### src/rtl/dmem_access_ctrl.sv
// Data-memory initiator: single-word stores and incrementing read bursts with a registered response channel.
// Optional write-verify read-back cycle enabled by defining DMEM_WRITE_VERIFY_EN.
module dmem_access_ctrl #(
    parameter int ADDR_W = 4,
    parameter int DATA_W = 16,
    parameter int LEN_W  = 4
) (
    input  logic              clk,
    input  logic              reset,
    input  logic              req_valid,
    output logic              req_ready,
    input  logic              req_write,
    input  logic [ADDR_W-1:0] req_addr,
    input  logic [DATA_W-1:0] req_wdata,
    input  logic [LEN_W-1:0]  req_len,
    output logic              rsp_valid,
    input  logic              rsp_ready,
    output logic [DATA_W-1:0] rsp_data,
    output logic              rsp_last,
    output logic              wr_done,
    output logic              err,
    output logic              mem_write,
    output logic              mem_read,
    output logic [ADDR_W-1:0] mem_addr,
    output logic [DATA_W-1:0] mem_wdata,
    input  logic [DATA_W-1:0] mem_rdata
);

    typedef enum logic [2:0] {
        IDLE,
        WRITE,
        READ,
        RESP
`ifdef DMEM_WRITE_VERIFY_EN
        , VERIFY
`endif
    } state_t;

    state_t state, state_nxt;

    logic [ADDR_W-1:0] addr;
    logic [DATA_W-1:0] wdata;
    logic [LEN_W-1:0]  len;
    logic [LEN_W-1:0]  beat;

    always_ff @(posedge clk or posedge reset) begin
        if (reset)
            state <= IDLE;
        else
            state <= state_nxt;
    end

    always_comb begin
        state_nxt = state;
        case (state)
            IDLE: begin
                if (req_valid)
                    state_nxt = req_write ? WRITE : READ;
            end
`ifdef DMEM_WRITE_VERIFY_EN
            WRITE:  state_nxt = VERIFY;
            VERIFY: state_nxt = IDLE;
`else
            WRITE:  state_nxt = IDLE;
`endif
            READ:   state_nxt = RESP;
            RESP: begin
                if (rsp_ready)
                    state_nxt = rsp_last ? IDLE : READ;
            end
            default: state_nxt = IDLE;
        endcase
    end

    // Address and write data are forced to zero whenever no enable is active.
    always_comb begin
        req_ready = (state == IDLE) && !reset;
        mem_write = 1'b0;
        mem_read  = 1'b0;
        mem_addr  = '0;
        mem_wdata = '0;
        case (state)
            WRITE: begin
                mem_write = 1'b1;
                mem_addr  = addr;
                mem_wdata = wdata;
            end
            READ: begin
                mem_read = 1'b1;
                mem_addr = addr;
            end
`ifdef DMEM_WRITE_VERIFY_EN
            VERIFY: begin
                mem_read = 1'b1;
                mem_addr = addr;
            end
`endif
            default: begin
                mem_write = 1'b0;
            end
        endcase
    end

`ifdef DMEM_WRITE_VERIFY_EN
    logic err_q;
    assign err = err_q;
`else
    assign err = 1'b0;
`endif

    // Request latches, burst bookkeeping and the registered response channel.
    always_ff @(posedge clk or posedge reset) begin
        if (reset) begin
            addr      <= '0;
            wdata     <= '0;
            len       <= '0;
            beat      <= '0;
            rsp_data  <= '0;
            rsp_valid <= 1'b0;
            rsp_last  <= 1'b0;
            wr_done   <= 1'b0;
`ifdef DMEM_WRITE_VERIFY_EN
            err_q     <= 1'b0;
`endif
        end else begin
            wr_done <= 1'b0;
            case (state)
                IDLE: begin
                    if (req_valid) begin
                        addr  <= req_addr;
                        wdata <= req_wdata;
                        len   <= req_len;
                        beat  <= '0;
                    end
                end
                WRITE: begin
`ifndef DMEM_WRITE_VERIFY_EN
                    wr_done <= 1'b1;
`endif
                end
`ifdef DMEM_WRITE_VERIFY_EN
                VERIFY: begin
                    if (mem_rdata != wdata)
                        err_q <= 1'b1;
                    wr_done <= 1'b1;
                end
`endif
                READ: begin
                    rsp_data  <= mem_rdata;
                    rsp_valid <= 1'b1;
                    rsp_last  <= (beat == len);
                end
                RESP: begin
                    if (rsp_ready) begin
                        rsp_valid <= 1'b0;
                        rsp_last  <= 1'b0;
                        if (!rsp_last) begin
                            addr <= addr + 1'b1;
                            beat <= beat + 1'b1;
                        end
                    end
                end
                default: begin
                    wr_done <= 1'b0;
                end
            endcase
        end
    end

endmodule

### config.mk
export PLATFORM = sky130hd
export DESIGN_NAME = dmem_access_ctrl
export DESIGN_NICKNAME = d
export VERILOG_FILES = /design/src/rtl/dmem_access_ctrl.sv
export SDC_FILE = /design/constraint.sdc
export NUM_CORES = 1
export LEC_CHECK = 0
export CELL_PAD_IN_SITES_DETAIL_PLACEMENT = 0
export CELL_PAD_IN_SITES_GLOBAL_PLACEMENT = 1
export CORE_MARGIN = 2
export CORE_UTILIZATION = 48
export DETAILED_ROUTE_END_ITERATION = 16
export DONT_BUFFER_PORTS = 1
export GPL_ROUTABILITY_DRIVEN = 0
export PLACE_DENSITY = 0.81
export SYNTH_ARGS = -nofsm -noshare
export SYNTH_HDL_FRONTEND = slang
export SYNTH_SLANG_ARGS = --single-unit
export TNS_END_PERCENT = 100
### constraint.sdc
create_clock -name clk -period 2.3 [get_ports clk]
set_input_delay 0.46 -clock clk [delete_from_list [all_inputs] [get_ports clk]]
set_output_delay 0.46 -clock clk [all_outputs]
set_load 0.03 [all_outputs]
# ---- Word level (Yosys, flattened, before mapping)
# Cells that the tools add are included.
dict set report op_classes {
  addsub 2
  n_eq_ne 7
  n_mux 20
  reduce_logical 10
}
# op n
set op_table {}
lappend op_table {{$mux W4} 7}
lappend op_table {{$mux W16} 1}
lappend op_table {{$pmux W4 S2} 2}
lappend op_table {{$pmux W3 S3} 1}
lappend op_table {{$add A4 B1 Y4 const B} 2}
lappend op_table {{$eq A3 B2 Y1 const B} 2}
lappend op_table {{$mux W3} 2}
lappend op_table {{$ne A2 B2 Y1 const B} 3}
lappend op_table {{$reduce_and A2 Y1} 3}
lappend op_table {{$eq A4 B4 Y1} 1}
lappend op_table {{$mux W2} 2}
lappend op_table {{$pmux W1 S2} 2}
lappend op_table {{$reduce_and A4 Y1} 1}
lappend op_table {{$reduce_bool A2 Y1} 2}
lappend op_table {{$eq A3 B1 Y1 const B} 1}
lappend op_table {{$logic_not A3 Y1} 1}
lappend op_table {{$mux W1} 3}
lappend op_table {{$reduce_or A2 Y1} 1}
lappend op_table {{$logic_and A1 B1 Y1} 1}
lappend op_table {{$logic_not A1 Y1} 1}
dict set report word_totals {
  reg_bits 50
  in_bits 45
  out_inout_bits 43
  word_cells 48
}

# ---- Longest topological paths before layout
dict set report logic_depth {
  word_depth 4
  ltp_mapped 7
  mapped_depth_nobuf 6
}

# ---- Worst setup path after synthesis
# Ideal clock, no wire load.
dict set report synth_path {
  kind {register -> output}
  from {reg state[1]}
  to {out mem_wdata[10]}
  arrival_time_ns 1.468
  required_ns 1.840
  slack_ns 0.372
  path_stages_with_launch 5
  path_buffers 1
  path_cell_list {dfrtp_1 inv_1 ha_1 clkbuf_1 and2_1}
}
dict set report synth_between {
  elab_chain_len 2
}
# item line_no
set synth_lines {}
lappend synth_lines {{start, declared} 39} ;# state_t state, state_nxt;
lappend synth_lines {{start signal, assigned} 50} ;# state <= state_nxt;
lappend synth_lines {{$eq A3 B1 Y1} 82} ;# case (state)
lappend synth_lines {{$mux W16} 82}
lappend synth_lines {{end, declared} 25} ;# output logic [DATA_W-1:0] mem_wdata,
# Every way passes these cells.

# ---- Worst setup path in the final report
dict set report layout_path {
  from {reg state[1]}
  to {out mem_wdata[4]}
}
# Same word-level chain as after synthesis.

==> flow_summary.json <==
{
  "num_rows": 25,
  "intPower_uw": 2165,
  "grt_max_degree": 50,
  "io_pins": 88,
  "viasPerCell": 5.560,
  "post_synth_num_cell_types": 35,
  "hpwl_mm": 3.049,
  "min_path_type": "input port to asynchronous set/reset pin",
  "tns_ns": 0,
  "die_width_um": 72.97,
  "insertion_delay_ns": 0.30,
  "synthArstFlopShare_pct": 100.0,
  "critPathCaptureType": "primary output",
  "h-tree-depth": 2,
  "arrival_ns": 1.58,
  "switchingPower_uw": 1769,
  "cts_tree": "yes",
  "crit_required_ns": 1.84,
  "cts_made_buffers": 5,
  "layout.nets": 239,
  "drive_above_1_share_pct": 27.27,
  "fin_skew_ns": 0.002786,
  "p_seq_share_pct": 47.9,
  "maxCapViolCount": 0,
  "rsz0062_at_grt": "no",
  "grt_pass1_vias": 1415,
  "slowest_delay_ns": 0.45,
  "ant_nets": 0,
  "max_slew_margin_pct": 35.52,
  "slowest_stage": "dfrtp_1",
  "netlist_area_mm2": 0.002283,
  "clockBufferDepth": 2,
  "min_period_ns": 2.040,
  "crit_path_start_kind": "flop",
  "antennaDiodeCount": 0,
  "clock_power_share_pct": 12.1,
  "max_freq_ghz": 0.4903,
  "grt_pass1_wl_mm": 6.492,
  "drt_iter0_markers": 30,
  "pwr-share-comb_pct": 40.0,
  "ys_ff_latch": 49,
  "path_class": "flop to primary output",
  "yosysSeqAreaShare_pct": 53.70,
  "dieArea_mm2": 0.005325,
  "path_max_fanout": 18,
  "drt_pass1_iterations": 4,
  "switching_share_pct": 44.97,
  "highest_layer": "met4",
  "routed_wl_mm": 4.110,
  "fp.dieH_um": 72.97,
  "wl_met1_mm": 1.605,
  "antenna_found_initial": 0,
  "vdd_drop_max_mv": 0.7475,
  "start_util_pct": 48.99,
  "yosysWarnings": 0,
  "hold_slack_ns": 0.2551,
  "power_density_mw_per_mm2": 1619,
  "avgSynthCellArea_um2": 12.55,
  "power.leakage_uw": 0.001056,
  "clock-root-buffer": "clkbuf_8",
  "grt_overflow": 0,
  "synth_nets": 235,
  "vias": 1340,
  "synthCells": 182,
  "worst_slack_ns": 0.2605,
  "cts_sinks": 49,
  "ys.flop_type": "dfrtp_1",
  "worst_slew_pin_slew_ns": 0.9658,
  "fin_crit_sh_pct": 88.68,
  "finalSetupViolCount": 0,
  "port_buffers": 0,
  "track_usage_pct": 16.27,
  "outcome": "finished, final reports clean",
  "dr_wl_met3_um": 398,
  "crit_chain": "inv_1 > ha_2 > and2_1",
  "area_growth_pct": 6.466,
  "post_drt_wl_per_cell_um": 17.05,
  "hold_violations": 0,
  "core_mm2": 0.004661,
  "slew_viol_final": 0,
  "pre_cts_ws_ns": 0.3619,
  "path_clk_slew_ns": 0.08,
  "synth_edf_count": 0,
  "wl_met2_mm": 2.054,
  "route.detailed.drc": 0
}
[Yosys cell counts, drive strengths merged, types with 2 or more instances]
library cell	n	area share, %
xnor2	3	1.2
a21oi	3	0.66
nand3	5	1.1
nor2	3	0.49
and2	20	5.5
xor2	2	0.77
and2b	2	0.88
mux2i	2	0.88
inv	4	0.66
dfrtp	49	54
o31ai	3	0.99
mux2	36	18
o21ai	7	1.5
or2b	2	0.88
clkbuf	2	0.33
ha	8	4.4
nor2b	3	0.82
buf	6	1.5
nand2	10	1.6
[cell usage in the layout, fill, tap and decap left out, drive strengths merged, types with 4 or more instances in the layout]
| cell | instances |
|---|---|
| buf | 5 |
| ha | 8 |
| and2 | 20 |
| mux2 | 36 |
| nand2 | 10 |
| nand3 | 5 |
| o21ai | 7 |
| dfrtp | 49 |
| inv | 4 |
| clkbuf | 6 |
[flip-flops by register name, summed over array words and instances, names as in the netlist]
| signal | count |
|---|---|
| state | 2 |
| rsp_last | 1 |
| addr | 4 |
| rsp_valid | 1 |
| wdata | 16 |
| beat | 4 |
| len | 4 |
| wr_done | 1 |
| rsp_data | 16 |
[per-layer routing]
| metal | vias to the layer above | GRT usage, % |
|---|---|---|
| met5 | - | 0 |
| met4 | 0 | 5.556 |
| met3 | 7 | 7.320 |
| met2 | 68 | 27.68 |
| met1 | 639 | 18.07 |
| li1 | 626 | - |
[per-stage QoR]
step	cells	utilization (%)	power (uW)	instance area (um2)
after floorplan	182	-	3198	2283
after global placement	233	50.34	3387	2346
after detailed placement	233	50.34	3483	2346
after CTS	241	52.11	3972	2429
after global routing	241	52.16	4182	2431
final	241	52.16	3935	2431
[cells by family after synthesis]
family / share of synthesized area (%)
AND/OR/NAND/NOR: 12.77
XOR/XNOR: 1.918
buffers and inverters: 2.520
AO/OA/AOI/OAI: 5.918
flip-flops: 53.70
other: 0.1642
multiplexers: 18.63
adder cells (fa/ha/maj): 4.384
[cell type report]
class / instances / area [um2]
timing repair buffer: 5 / 37.54
clock buffer: 6 / 72.57
multi-input combinational: 121 / 1002
fill: 406 / 2230
tap: 54 / 67.56
inverter: 4 / 15.01
sequential: 49 / 1226
clock inverter: 2 / 10.01
[worst paths after layout]
kind | cells after the start | start | to | slack, ns
setup / recovery | 3 | state[1]$_DFFE_PP0P_ | mem_wdata[4] | 0.26
hold / removal | 1 | reset | rsp_data[11]$_DFFE_PP0P_ | 0.26
setup reg to reg | 5 | state[0]$_DFFE_PP0P_ | addr[3]$_DFFE_PP0P_ | 0.33
hold reg to reg | 1 | wdata[9]$_DFFE_PP0P_ | wdata[9]$_DFFE_PP0P_ | 0.49
max in group asynchronous | 1 | reset | len[2]$_DFFE_PP0P_ | 1.45
min in group clk | 1 | req_wdata[3] | wdata[3]$_DFFE_PP0P_ | 0.29
[worst max-delay path: cells and delay by family, from the launching register on]
family	cells	cell delay, ns
DFF	1	0.45
buffers and inverters	1	0.13
and+or+nand+nor	1	0.37
adders and majority gates	1	0.33
[power by group through the flow]
| stage | logic, uW | registers [uW] | clock network, uW |
|---|---|---|---|
| after detailed placement | 1590 | 1890 | 0 |
| after floorplan | 1390 | 1810 | 0 |
| after CTS | 1590 | 1890 | 492 |
| after global routing | 1720 | 1940 | 522 |
| final | 1580 | 1880 | 476 |
| after global placement | 1510 | 1880 | 0 |
[timing repair]
action / 4_1_cts / 5_1_grt
endpoints found under the setup margin: 0 / 16
gates resized for setup: 0 / 1
hold buffers: 0 / 0
setup buffers: 0 / 0
Power figures use the tool's default switching activity.
